==> src/rtl/db9_multipad_scanner.sv <==
// Megadrive DB9 scanner for NUM_PORTS pads, with 3/6-button auto-detect. `define DB9_SPLITTER_EN to read one DB9 through a splitter.
// Latency: one scan, (8+FRAME_GAP)*TICK_DIV cycles after a 2-FF input sync; no backpressure, outputs hold between frame_done pulses.
module db9_multipad_scanner #(
  parameter int NUM_PORTS = 2,
  parameter int TICK_DIV  = 480,
  parameter int FRAME_GAP = 200
) (
  input  logic                    clk_sys,
  input  logic                    reset_n,
  input  logic [NUM_PORTS*6-1:0]  db9_in,
  output logic                    db9_select,
  output logic [1:0]              port_sel,
  output logic [NUM_PORTS*12-1:0] joy_out,
  output logic [NUM_PORTS-1:0]    pad_present,
  output logic [NUM_PORTS-1:0]    six_btn,
  output logic                    frame_done
);
  localparam int PW = (TICK_DIV > 1) ? $clog2(TICK_DIV) : 1;
  localparam int GW = $clog2(FRAME_GAP + 1);

`ifdef DB9_SPLITTER_EN
  localparam int SW = 6;
  logic unused_pins;
  assign unused_pins = ^db9_in;
`else
  localparam int SW = NUM_PORTS * 6;
`endif

  logic [SW-1:0] db9_s1, db9_s2;

  always_ff @(posedge clk_sys or negedge reset_n) begin
    if (!reset_n) begin
      db9_s1 <= '1;
      db9_s2 <= '1;
    end else begin
      db9_s1 <= db9_in[SW-1:0];
      db9_s2 <= db9_s1;
    end
  end

  logic [PW-1:0] presc_q;
  logic          tick;

  assign tick = (presc_q == PW'(TICK_DIV - 1));

  always_ff @(posedge clk_sys or negedge reset_n) begin
    if (!reset_n) presc_q <= '0;
    else          presc_q <= tick ? '0 : presc_q + 1'b1;
  end

  typedef enum logic {S_GAP, S_SCAN} state_t;
  state_t        state_q, state_d;
  logic [2:0]    phase_q, phase_d;
  logic [GW-1:0] gap_q, gap_d;
  logic          commit;
  logic          samp;

  always_ff @(posedge clk_sys or negedge reset_n) begin
    if (!reset_n) begin
      state_q <= S_GAP;
      phase_q <= '0;
      gap_q   <= '0;
    end else begin
      state_q <= state_d;
      phase_q <= phase_d;
      gap_q   <= gap_d;
    end
  end

  always_comb begin
    state_d = state_q;
    phase_d = phase_q;
    gap_d   = gap_q;
    commit  = 1'b0;
    if (tick) begin
      case (state_q)
        S_GAP: begin
          if (gap_q == GW'(FRAME_GAP - 1)) begin
            state_d = S_SCAN;
            phase_d = '0;
            gap_d   = '0;
          end else begin
            gap_d = gap_q + 1'b1;
          end
        end
        S_SCAN: begin
          if (phase_q == 3'd7) begin
            commit  = 1'b1;
            state_d = S_GAP;
            gap_d   = '0;
          end else begin
            phase_d = phase_q + 3'd1;
          end
        end
        default: state_d = S_GAP;
      endcase
    end
  end

  assign db9_select = (state_q == S_GAP) || !phase_q[0];
  assign samp       = tick && (state_q == S_SCAN);

  always_ff @(posedge clk_sys or negedge reset_n) begin
    if (!reset_n) frame_done <= 1'b0;
    else          frame_done <= commit;
  end

`ifdef DB9_SPLITTER_EN
  always_ff @(posedge clk_sys or negedge reset_n) begin
    if (!reset_n)    port_sel <= 2'd0;
    else if (commit) port_sel <= (port_sel == 2'(NUM_PORTS - 1)) ? 2'd0 : port_sel + 2'd1;
  end
`else
  assign port_sel = 2'd0;
`endif

  for (genvar k = 0; k < NUM_PORTS; k++) begin : g_port
    logic [5:0]  pin;
    logic        en;
    // cap_q holds raw active-low pins already placed in joy_out bit order
    logic [11:0] cap_q, joy_q;
    logic        pres_q, six_q, pres_out_q, six_out_q;

`ifdef DB9_SPLITTER_EN
    assign pin = db9_s2;
    assign en  = (port_sel == 2'(k));
`else
    assign pin = db9_s2[6*k +: 6];
    assign en  = 1'b1;
`endif

    always_ff @(posedge clk_sys or negedge reset_n) begin
      if (!reset_n) begin
        cap_q      <= '1;
        pres_q     <= 1'b0;
        six_q      <= 1'b0;
        joy_q      <= '0;
        pres_out_q <= 1'b0;
        six_out_q  <= 1'b0;
      end else if (en && samp) begin
        case (phase_q)
          3'd0: cap_q[5:0] <= {pin[5], pin[4], pin[0], pin[1], pin[2], pin[3]};
          3'd1: begin
            pres_q     <= ~pin[1] & ~pin[0];
            cap_q[7:6] <= {pin[5], pin[4]};
          end
          3'd5: six_q <= pres_q & (pin[3:0] == 4'b0000);
          3'd6: if (six_q) cap_q[11:8] <= {pin[0], pin[1], pin[2], pin[3]};
          3'd7: begin
            joy_q      <= pres_q ? {(six_q ? ~cap_q[11:8] : 4'h0), ~cap_q[7:0]} : 12'h000;
            pres_out_q <= pres_q;
            six_out_q  <= pres_q & six_q;
          end
          default: ;
        endcase
      end
    end

    assign joy_out[12*k +: 12] = joy_q;
    assign pad_present[k]      = pres_out_q;
    assign six_btn[k]          = six_out_q;
  end

endmodule

==> config.mk <==
export PLATFORM = sky130hd
export DESIGN_NAME = db9_multipad_scanner
export DESIGN_NICKNAME = d
export VERILOG_FILES = /design/src/rtl/db9_multipad_scanner.sv
export SDC_FILE = /design/constraint.sdc
export NUM_CORES = 1
export LEC_CHECK = 0
export BUFFER_PORTS_ARGS = -buffer_cell sky130_fd_sc_hd__buf_2
export CORE_ASPECT_RATIO = 1.1
export CORE_UTILIZATION = 56
export DETAILED_ROUTE_END_ITERATION = 12
export GPL_TIMING_DRIVEN = 0
export PLACE_DENSITY = 0.73
export SYNTH_ARGS = -nofsm -noshare
export SYNTH_HDL_FRONTEND = slang
export SYNTH_SLANG_ARGS = --single-unit
==> constraint.sdc <==
create_clock -name clk_sys -period 5.4 [get_ports clk_sys]
set_input_delay 0.54 -clock clk_sys [delete_from_list [all_inputs] [get_ports clk_sys]]
set_output_delay 0.54 -clock clk_sys [all_outputs]
set_load 0.02 [all_outputs]
==> reports/results.ini, run 1 <==
[status]
status=finished clean

[power]
power_density_nw_per_um2=270
power_mw=1.27
p_leak_nw=2.23
vdd_drop_max_mv=0.179

[floorplanning]
die-area_um2=7790
num_io_pins=46
core_area_um2=7090
rows=32
die_h_um=92.5
die_x_um=84.3
initial_utilization_pct=58.8

[cells_and_area]
drive_above_1_share_pct=42.8
finalNetCount=399
syn2layout_area_growth_pct=13.1
final_area_um2=4710
diodes=0
utilization_pct=66.5

[timing]
fin_crit_sh_pct=38.5
slew_headroom_pct=52.9
rsz0062_at_grt=false
worst_slack_ns=3.32
hold_viol=0
clock_skew_ns=0.0104
maxSlewViolCount=0
max_freq_mhz=480
setup_violations=0
worstMarginPinSlew_ns=0.707
fin_crit_ns=2.08
fin_setup_tns_ns=0

[synth]
synth.most_common_cell=dfrtp_1
synth_common_cells=dfrtp_1 (54), dfstp_2 (48), mux2_2 (40)
synth_top_cell_by_area=dfrtp_1
yosys.area.top_type_share_pct=32.4
yosys_warnings=0
synth_ff_type=dfrtp_1
syn_area_um2=4170
synth_edf_count=0
synthTopCellsByArea=dfrtp_1 (32%), dfstp_2 (30%), mux2_2 (11%), o21ai_0 (3.0%), nand3b_1 (2.9%)
yosysSeqAreaShare_pct=62.7
synth_seq_cells=102
yosysUniqueCellTypes=39
synth_cells=322
ys_async_sr_fraction_pct=100
synth_area_per_cell_um2=12.9

[cts]
clk_latency_ns=0.36
cts_setup_buffers=0
postCtsResizedCells=0
cts_hold_buf=0
cts_tree=built
cts.clk_slew.worst_paths_ns=0.10
cts-root-buf=clkbuf_8
cts.sinks=102
clockBufferDepth=2
htree_num_levels=3
numCtsBuffers=9

[grt]
grt_max_degree=58
track_usage_pct=20.4
grt_pass1_wl_mm=12.3
globalRouteOverflowTotal=0
antenna_found_initial=0
grt_pass1_vias=2608

[placement]
dp_hpwl_mm=5.17
gp_congestion=0.786
place_area_um2=4520
place_ws_ns=3.30
portBuffers=43

[worst_setup_path]
endpoint_kind=register
crit_required_ns=5.65
cp_num_buf_inv=0
path_delay_family=simple AND/OR/NAND/NOR gates
critPathLaunch=presc_q[0]$_DFF_PN0_
critPathArrivalTime_ns=2.33
start_kind=register
worstPathMaxFanout=6
r2r-start=presc_q[0]$_DFF_PN0_
crit_chain=ha_1, and4_1, nand2_2, nor4b_4, mux2_2
cp_slowest_stage_delay_ns=0.52
cp_slowest_cell=nor4b_4
crit_type=reg -> reg

[drt]
drt_iter0_markers=85
drc_errors=0
drtAntennaViolNets=0
drtPass1Iterations=4
viasPerCell=5.41
finalWirelength_mm=7.21
num_vias=2530
wl_per_cell_um=15.4

[flow_run]
maxCapViolations=0

[hold_path]
hp-class=in -> async

==> flip-flops by register name, summed over array words and instances (netlist names) <==
name and cells:
gap_q 8, presc_q 9, db9_s2 12, phase_q 3
g_port.pres_out_q 2, g_port.joy_q 24, frame_done 1, g_port.six_q 2
g_port.pres_q 2, state_q 1, g_port.six_out_q 2, g_port.cap_q 24
db9_s1 12
==> area by class of cell <==
type                            instances  area [um2]
Fill cell                             539        2370
Buffer                                 15        96.3
Sequential cell                       102        2610
Clock buffer                           11         153
Timing Repair Buffer                   44         238
Clock inverter                          5        45.0
Multi-Input combinational cell        182        1370
Tap cell                               85         106
Inverter                               24        90.1
==> final timing paths <==
path                                                      to  slack (ns)  depth (start not counted)
worst max-delay path            g_port[0].pres_q$_DFFE_PN0P_        3.32                          5
worst min-delay path                    gap_q[1]$_DFFE_PN0P_        0.23                          1
worst max register to register  g_port[0].pres_q$_DFFE_PN0P_        3.32                          5
worst min register to register           db9_s2[7]$_DFF_PN1_        0.36                          0
max in group asynchronous                db9_s2[9]$_DFF_PN1_        4.42                          2
min in group clk_sys                     db9_s1[3]$_DFF_PN1_        0.26                          1
==> routing by layer <==
metal | global-route usage (%) | part of all wire [%]
met3 | 4.28 | 3.1
met2 | 34.6 | 50
met4 | 7.18 | 1.4
met1 | 26.3 | 46
met5 | 0 | 0
==> logic make-up after synthesis <==
| logic type | synth area share, % |
|---|---|
| flip-flops | 62.7 |
| AND/OR/NAND/NOR | 12.7 |
| multiplexers | 10.8 |
| AO/OA/AOI/OAI | 5.85 |
| buffers and inverters | 4.47 |
| adder cells (fa/ha/maj) | 2.10 |
| XOR/XNOR | 1.26 |
| other | 0.0900 |
==> power by group <==
part | internal [mW] | total (mW) | switching [mW] | leakage (nW)
registers | 0.781 | 0.786 | 0.00476 | 1.24
logic | 0.00638 | 0.0235 | 0.0171 | 0.893
clock network | 0.203 | 0.463 | 0.260 | 0.0976
==> through the flow <==
step	hold slack, ns	cells
6_report	0.232	468
5_1_grt	0.242	468
4_1_cts	0.247	468
3_5_place_dp	0.347	452
3_3_place_gp	0.346	451
2_1_floorplan	0.244	323
==> cells in the final DEF, fill, tap and decap left out, drive strengths merged <==
| cell | netlist | layout |
|---|---|---|
| ha | 7 | 7 |
| o41ai | 1 | 1 |
| clkinvlp | 0 | 1 |
| nand4 | 7 | 7 |
| mux2 | 40 | 40 |
| and2 | 1 | 1 |
| nor4 | 2 | 2 |
| nor3 | 2 | 2 |
| nor2 | 23 | 23 |
| conb | 1 | 2 |
| xor2 | 3 | 3 |
| or3 | 1 | 1 |
| and4 | 2 | 2 |
| and4b | 1 | 1 |
| xnor2 | 3 | 3 |
| dfrtp | 54 | 54 |
| and3 | 9 | 9 |
| a21oi | 2 | 2 |
| clkinv | 0 | 1 |
| a22o | 8 | 8 |
| inv | 24 | 27 |
| a221o | 1 | 1 |
| dfstp | 48 | 48 |
| nor2b | 3 | 3 |
| nand3 | 7 | 7 |
| nand3b | 16 | 16 |
| buf | 11 | 55 |
| nand2b | 1 | 1 |
| nand4b | 2 | 2 |
| clkbuf | 4 | 15 |
| nand2 | 10 | 10 |
| o21ai | 26 | 26 |
| o21a | 1 | 1 |
| nor4b | 1 | 1 |
Power figures use the tool's default switching activity.
==> run 2: changes to the inputs <==
Clock period 5.4 ns to 2.2 ns, I/O delays scaled along.
==> run 2 against run 1 <==
Compared with the run above: cell count increased by 3.2%; clock power increased by 150%; non-clock buffer count increased by 15; fmax increased by 3.4%; first-iteration DRC count increased by 13%; utilization increased by 2.1 points; global-route usage increased by 0.24 points; routed wire length increased by 2.0%; die area unchanged.
==> reports/results.ini, run 2 (same netlist as run 1, synthesis figures left out) <==
[drt]
drc_errors=0
wl_per_cell_um=15.2
drt_iter0_markers=96
drtAntennaViolNets=0
num_vias=2585
viasPerCell=5.35
finalWirelength_mm=7.36
drtPass1Iterations=4

[power]
p_leak_nw=2.30
power_density_nw_per_um2=646
vdd_drop_max_mv=0.435
power_mw=3.14

[placement]
gp_congestion=0.786
dp_hpwl_mm=5.17
portBuffers=43
placed_cells=452
place_area_um2=4520

[timing]
fin_crit_sh_pct=91.5
hold_viol=0
max_freq_mhz=497
holdWs_ns=0.360
fin_crit_ns=2.01
setup_violations=0
worstMarginPinSlew_ns=0.709
slew_headroom_pct=52.8
rsz0062_at_grt=false
clock_skew_ns=0.0103
maxSlewViolCount=0

[cells_and_area]
final_common_cell=dfrtp_1
syn2layout_area_growth_pct=16.7
mostFrequentLayoutCells=dfrtp_1 (54), dfstp_2 (48), buf_2 (44), mux2_2 (40), o21ai_0 (25)
finalNetCount=414
final_area_um2=4860
multi_input_area_um2=1380
drive_above_1_share_pct=42.0
utilization_pct=68.6
register_area_um2=2610
largestRegisters=g_port.cap_q x24, g_port.joy_q x24
finalNonFillerCells=483
num-fill-cells=523
diodes=0

[worst_setup_path]
crit_type=reg -> reg
crit_chain=ha_1, and4_1, nand2_2, nor4b_4, buf_4, mux2_2
cp_slowest_stage_delay_ns=0.39
crit_required_ns=2.45
cp_num_buf_inv=1
worstPathMaxFanout=4
critPathArrivalTime_ns=2.26
path_delay_family=simple AND/OR/NAND/NOR gates
start_kind=register
cp_slowest_cell=dfrtp_1
endpoint_kind=register

[cts]
clk_latency_ns=0.36
cts-root-buf=clkbuf_8
numCtsBuffers=9
cts_tree=built
cts.clk_slew.worst_paths_ns=0.09
cts.sinks=102
clockBufferDepth=2
htree_num_levels=3

[floorplanning]
die-area_um2=7790
num_io_pins=46
die_h_um=92.5
initial_utilization_pct=58.8
die_x_um=84.3
rows=32
core_area_um2=7090

[grt]
track_usage_pct=20.7
antenna_found_initial=0
grt_max_degree=58
grt_pass1_vias=2640
grt_pass1_wl_mm=12.4
globalRouteOverflowTotal=0

[status]
status=finished clean

[flow_run]
maxCapViolations=0

[hold_path]
hp-class=reg -> reg

## run 2: changes by cell type in the layout (fill, tap and decap cells not counted)
| cell | delta |
|---|---|
| buf_4 | +2 |
| nor3_1 | -1 |
| nor3_2 | +1 |
| dlygate4sd3_1 | +13 |
## run 2: what timing repair did
| action | CTS | global route |
|---|---|---|
| hold endpoints to repair | 49 | 0 |
| endpoints found under the setup margin | 0 | 31 |
| resized for setup | 0 | 1 |
| setup buffers | 0 | 2 |
| hold buffers | 13 | 0 |
## run 2: area by class of cell
cell class,count,area share [%]
Clock inverter,5,0.926
Sequential cell,102,53.7
Tap cell,85,2.19
Clock buffer,11,3.14
Timing Repair Buffer,59,7.87
Buffer,15,1.98
Inverter,24,1.85
Multi-Input combinational cell,182,28.3
## run 2: metal layers
| layer | global-route usage, % | wire (um) | up-vias |
|---|---|---|---|
| met5 | 0 | 0 | - |
| met4 | 7.18 | 100 | 0 |
| met3 | 4.28 | 222 | 10 |
| met2 | 34.9 | 3660 | 47 |
| met1 | 26.7 | 3380 | 1277 |
| li1 | - | - | 1251 |
## run 2: stage by stage
step,setup TNS [ns],worst slack [ns]
floorplan,0,0.379
global placement,-3.21,-0.0685
detailed placement,0,0.104
CTS,0,0.0953
global route,0,0.0448
finish,0,0.187
## run 2: power by group
| group | switching, mW | leakage [nW] | internal, mW |
|---|---|---|---|
| registers | 0.0117 | 1.24 | 1.92 |
| logic | 0.0448 | 0.958 | 0.0307 |
| clock network | 0.640 | 0.0976 | 0.499 |
| total | 0.697 | 2.30 | 2.45 |
## run 2: path summary, 6_finish.rpt
kind                                           start                              to  slack, ns  depth (start not counted)
max in group asynchronous                    reset_n  g_port[1].cap_q[8]$_DFFE_PN1P_       0.99                          3
worst max register to register  presc_q[0]$_DFF_PN0_    g_port[0].pres_q$_DFFE_PN0P_       0.19                          6
worst max-delay path            presc_q[0]$_DFF_PN0_    g_port[0].pres_q$_DFFE_PN0P_       0.19                          6
min in group asynchronous                    reset_n            gap_q[1]$_DFFE_PN0P_       0.46                          2
worst min-delay path             db9_s1[7]$_DFF_PN1_             db9_s2[7]$_DFF_PN1_       0.36                          0
worst min register to register   db9_s1[7]$_DFF_PN1_             db9_s2[7]$_DFF_PN1_       0.36                          0
## run 2: worst reg2reg max path, stage by stage, from the launching register on
cell	delay, ns
dfrtp_1	0.39
ha_1	0.24
and4_1	0.30
nand2_2	0.12
nor4b_4	0.35
buf_4	0.17
mux2_2	0.33
==> run 3: changes to the inputs <==
Settings changed: CORE_ASPECT_RATIO 1.1 to default, CTS_CLUSTER_SIZE from default to 30.
==> run 3 against run 2 <==
Compared with the run above: highest routed layer unchanged; global-route usage rose by 0.52 points; setup slack gained 0.024 ns; clock-buffer cell count stayed put; routed wire length is 0.80% higher; hold slack got worse by 0.022 ns.
==> reports/results.ini, run 3 (same netlist as run 1, synthesis figures left out) <==
[status]
status=finished clean

[grt]
track_usage_pct=21.2
grt_pass1_vias=2503
use_met2_pct=33.1
grt_max_degree=70
grt.met1_usage_pct=28.8
grtUsageMet3_pct=5.69
grt_pass1_wl_mm=12.1
antenna_found_initial=0
globalRouteOverflowTotal=0
busiest_layer=met2

[timing]
maxSlewViolCount=0
fin_setup_tns_ns=0
max_freq_mhz=503
setup_violations=0
fin_crit_ns=1.99
rsz0062_at_grt=false
fin_crit_sh_pct=90.4
holdWs_ns=0.338
worstMarginPinSlew_ns=0.544
hold_viol=0
clock_skew_ns=0.0190
slew_headroom_pct=63.4

[worst_setup_path]
endpoint_kind=register
path_delay_family=simple AND/OR/NAND/NOR gates
cp_slowest_stage_delay_ns=0.39
cp_slowest_cell=dfrtp_1
crit_required_ns=2.46
start_kind=register
crit_type=reg -> reg
cp_num_buf_inv=1
worstPathMaxFanout=4
crit_chain=ha_1, and4_1, nand2_2, nor4b_4, buf_4, mux2_2
critPathArrivalTime_ns=2.24

[floorplanning]
die-area_um2=7790
rows=31
die_h_um=88.3
core_area_um2=7210
initial_utilization_pct=57.8
num_io_pins=46
die_x_um=88.3

[drt]
drtPass1Iterations=4
viasPerCell=5.19
finalWirelength_mm=7.41
num_vias=2580
drt_iter0_markers=93
wl_per_cell_um=14.9
drtAntennaViolNets=0
drc_errors=0

[cts]
cts-root-buf=clkbuf_8
clockBufferDepth=2
clk_latency_ns=0.37
htree_num_levels=3
cts_tree=built
cts.sinks=102
cts.clk_slew.worst_paths_ns=0.10
numCtsBuffers=9

[cells_and_area]
finalNonFillerCells=497
diodes=0
final_area_um2=4890
utilization_pct=67.8
finalNetCount=414
mostFrequentLayoutCells=dfrtp_1 (54), dfstp_2 (48), buf_2 (44), mux2_2 (40), o21ai_0 (25)
final_common_cell=dfrtp_1
syn2layout_area_growth_pct=17.4
drive_above_1_share_pct=42.0
largestRegisters=g_port.cap_q x24, g_port.joy_q x24

[flow_run]
maxCapViolations=0

[hold_path]
hp-class=in -> async

[power]
power_density_nw_per_um2=649
p_leak_nw=2.30
vdd_drop_max_mv=0.494

[placement]
dp_hpwl_mm=5.00
place_area_um2=4540
gp_congestion=0.833
placed_cells=466
portBuffers=43

[run 3: cell counts in the layout (fill, tap and decap cells not counted)]
No cell type changed its count.
[run 3: area by class of cell]
| cell class | instances | area (um2) |
|---|---|---|
| Sequential cell | 102 | 2610 |
| Fill cell | 568 | 2320 |
| Multi-Input combinational cell | 182 | 1380 |
| Timing Repair Buffer | 59 | 390 |
| Clock buffer | 11 | 153 |
| Tap cell | 99 | 124 |
| Buffer | 15 | 96.3 |
| Inverter | 24 | 90.1 |
| Clock inverter | 5 | 47.5 |
[run 3: through the flow]
step | power, mW | worst slack, ns
after floorplan | 1.96 | 0.379
after global placement | 2.01 | -0.0642
after detailed placement | 2.02 | 0.0954
after CTS | 3.22 | 0.0934
after global routing | 3.29 | 0.0291
final | 3.17 | 0.211
[run 3: where the power goes]
group	total [mW]	internal, mW	switching [mW]
Combinational	0.0783	0.0322	0.0461
Sequential	1.93	1.92	0.0122
Clock	1.17	0.503	0.663
[run 3: timing repair]
item | in CTS | in global routing
endpoints found under the setup margin | 0 | 16
buffers inserted | 0 | 2
hold buffers | 13 | 0
gates resized for setup | 0 | 1
hold endpoints to repair | 31 | 0
[run 3: layer usage]
layer | vias up | wire [um]
met1 | 1284 | 3460
li1 | 1248 | -
met3 | 7 | 235
met5 | - | 0
met2 | 41 | 3640
met4 | 0 | 80
[run 3: path summary, 6_finish.rpt]
path | start | endpoint | slack [ns] | cells after the start
max reg2reg | presc_q[0]$_DFF_PN0_ | g_port[0].pres_q$_DFFE_PN0P_ | 0.21 | 6
min | reset_n | g_port[0].joy_q[2]$_DFFE_PN0P_ | 0.34 | 2
min reg2reg | db9_s1[8]$_DFF_PN1_ | db9_s2[8]$_DFF_PN1_ | 0.35 | 0
max in group asynchronous | reset_n | db9_s2[10]$_DFF_PN1_ | 1.14 | 3
max | presc_q[0]$_DFF_PN0_ | g_port[0].pres_q$_DFFE_PN0P_ | 0.21 | 6
min in group clk_sys | db9_s1[8]$_DFF_PN1_ | db9_s2[8]$_DFF_PN1_ | 0.35 | 0
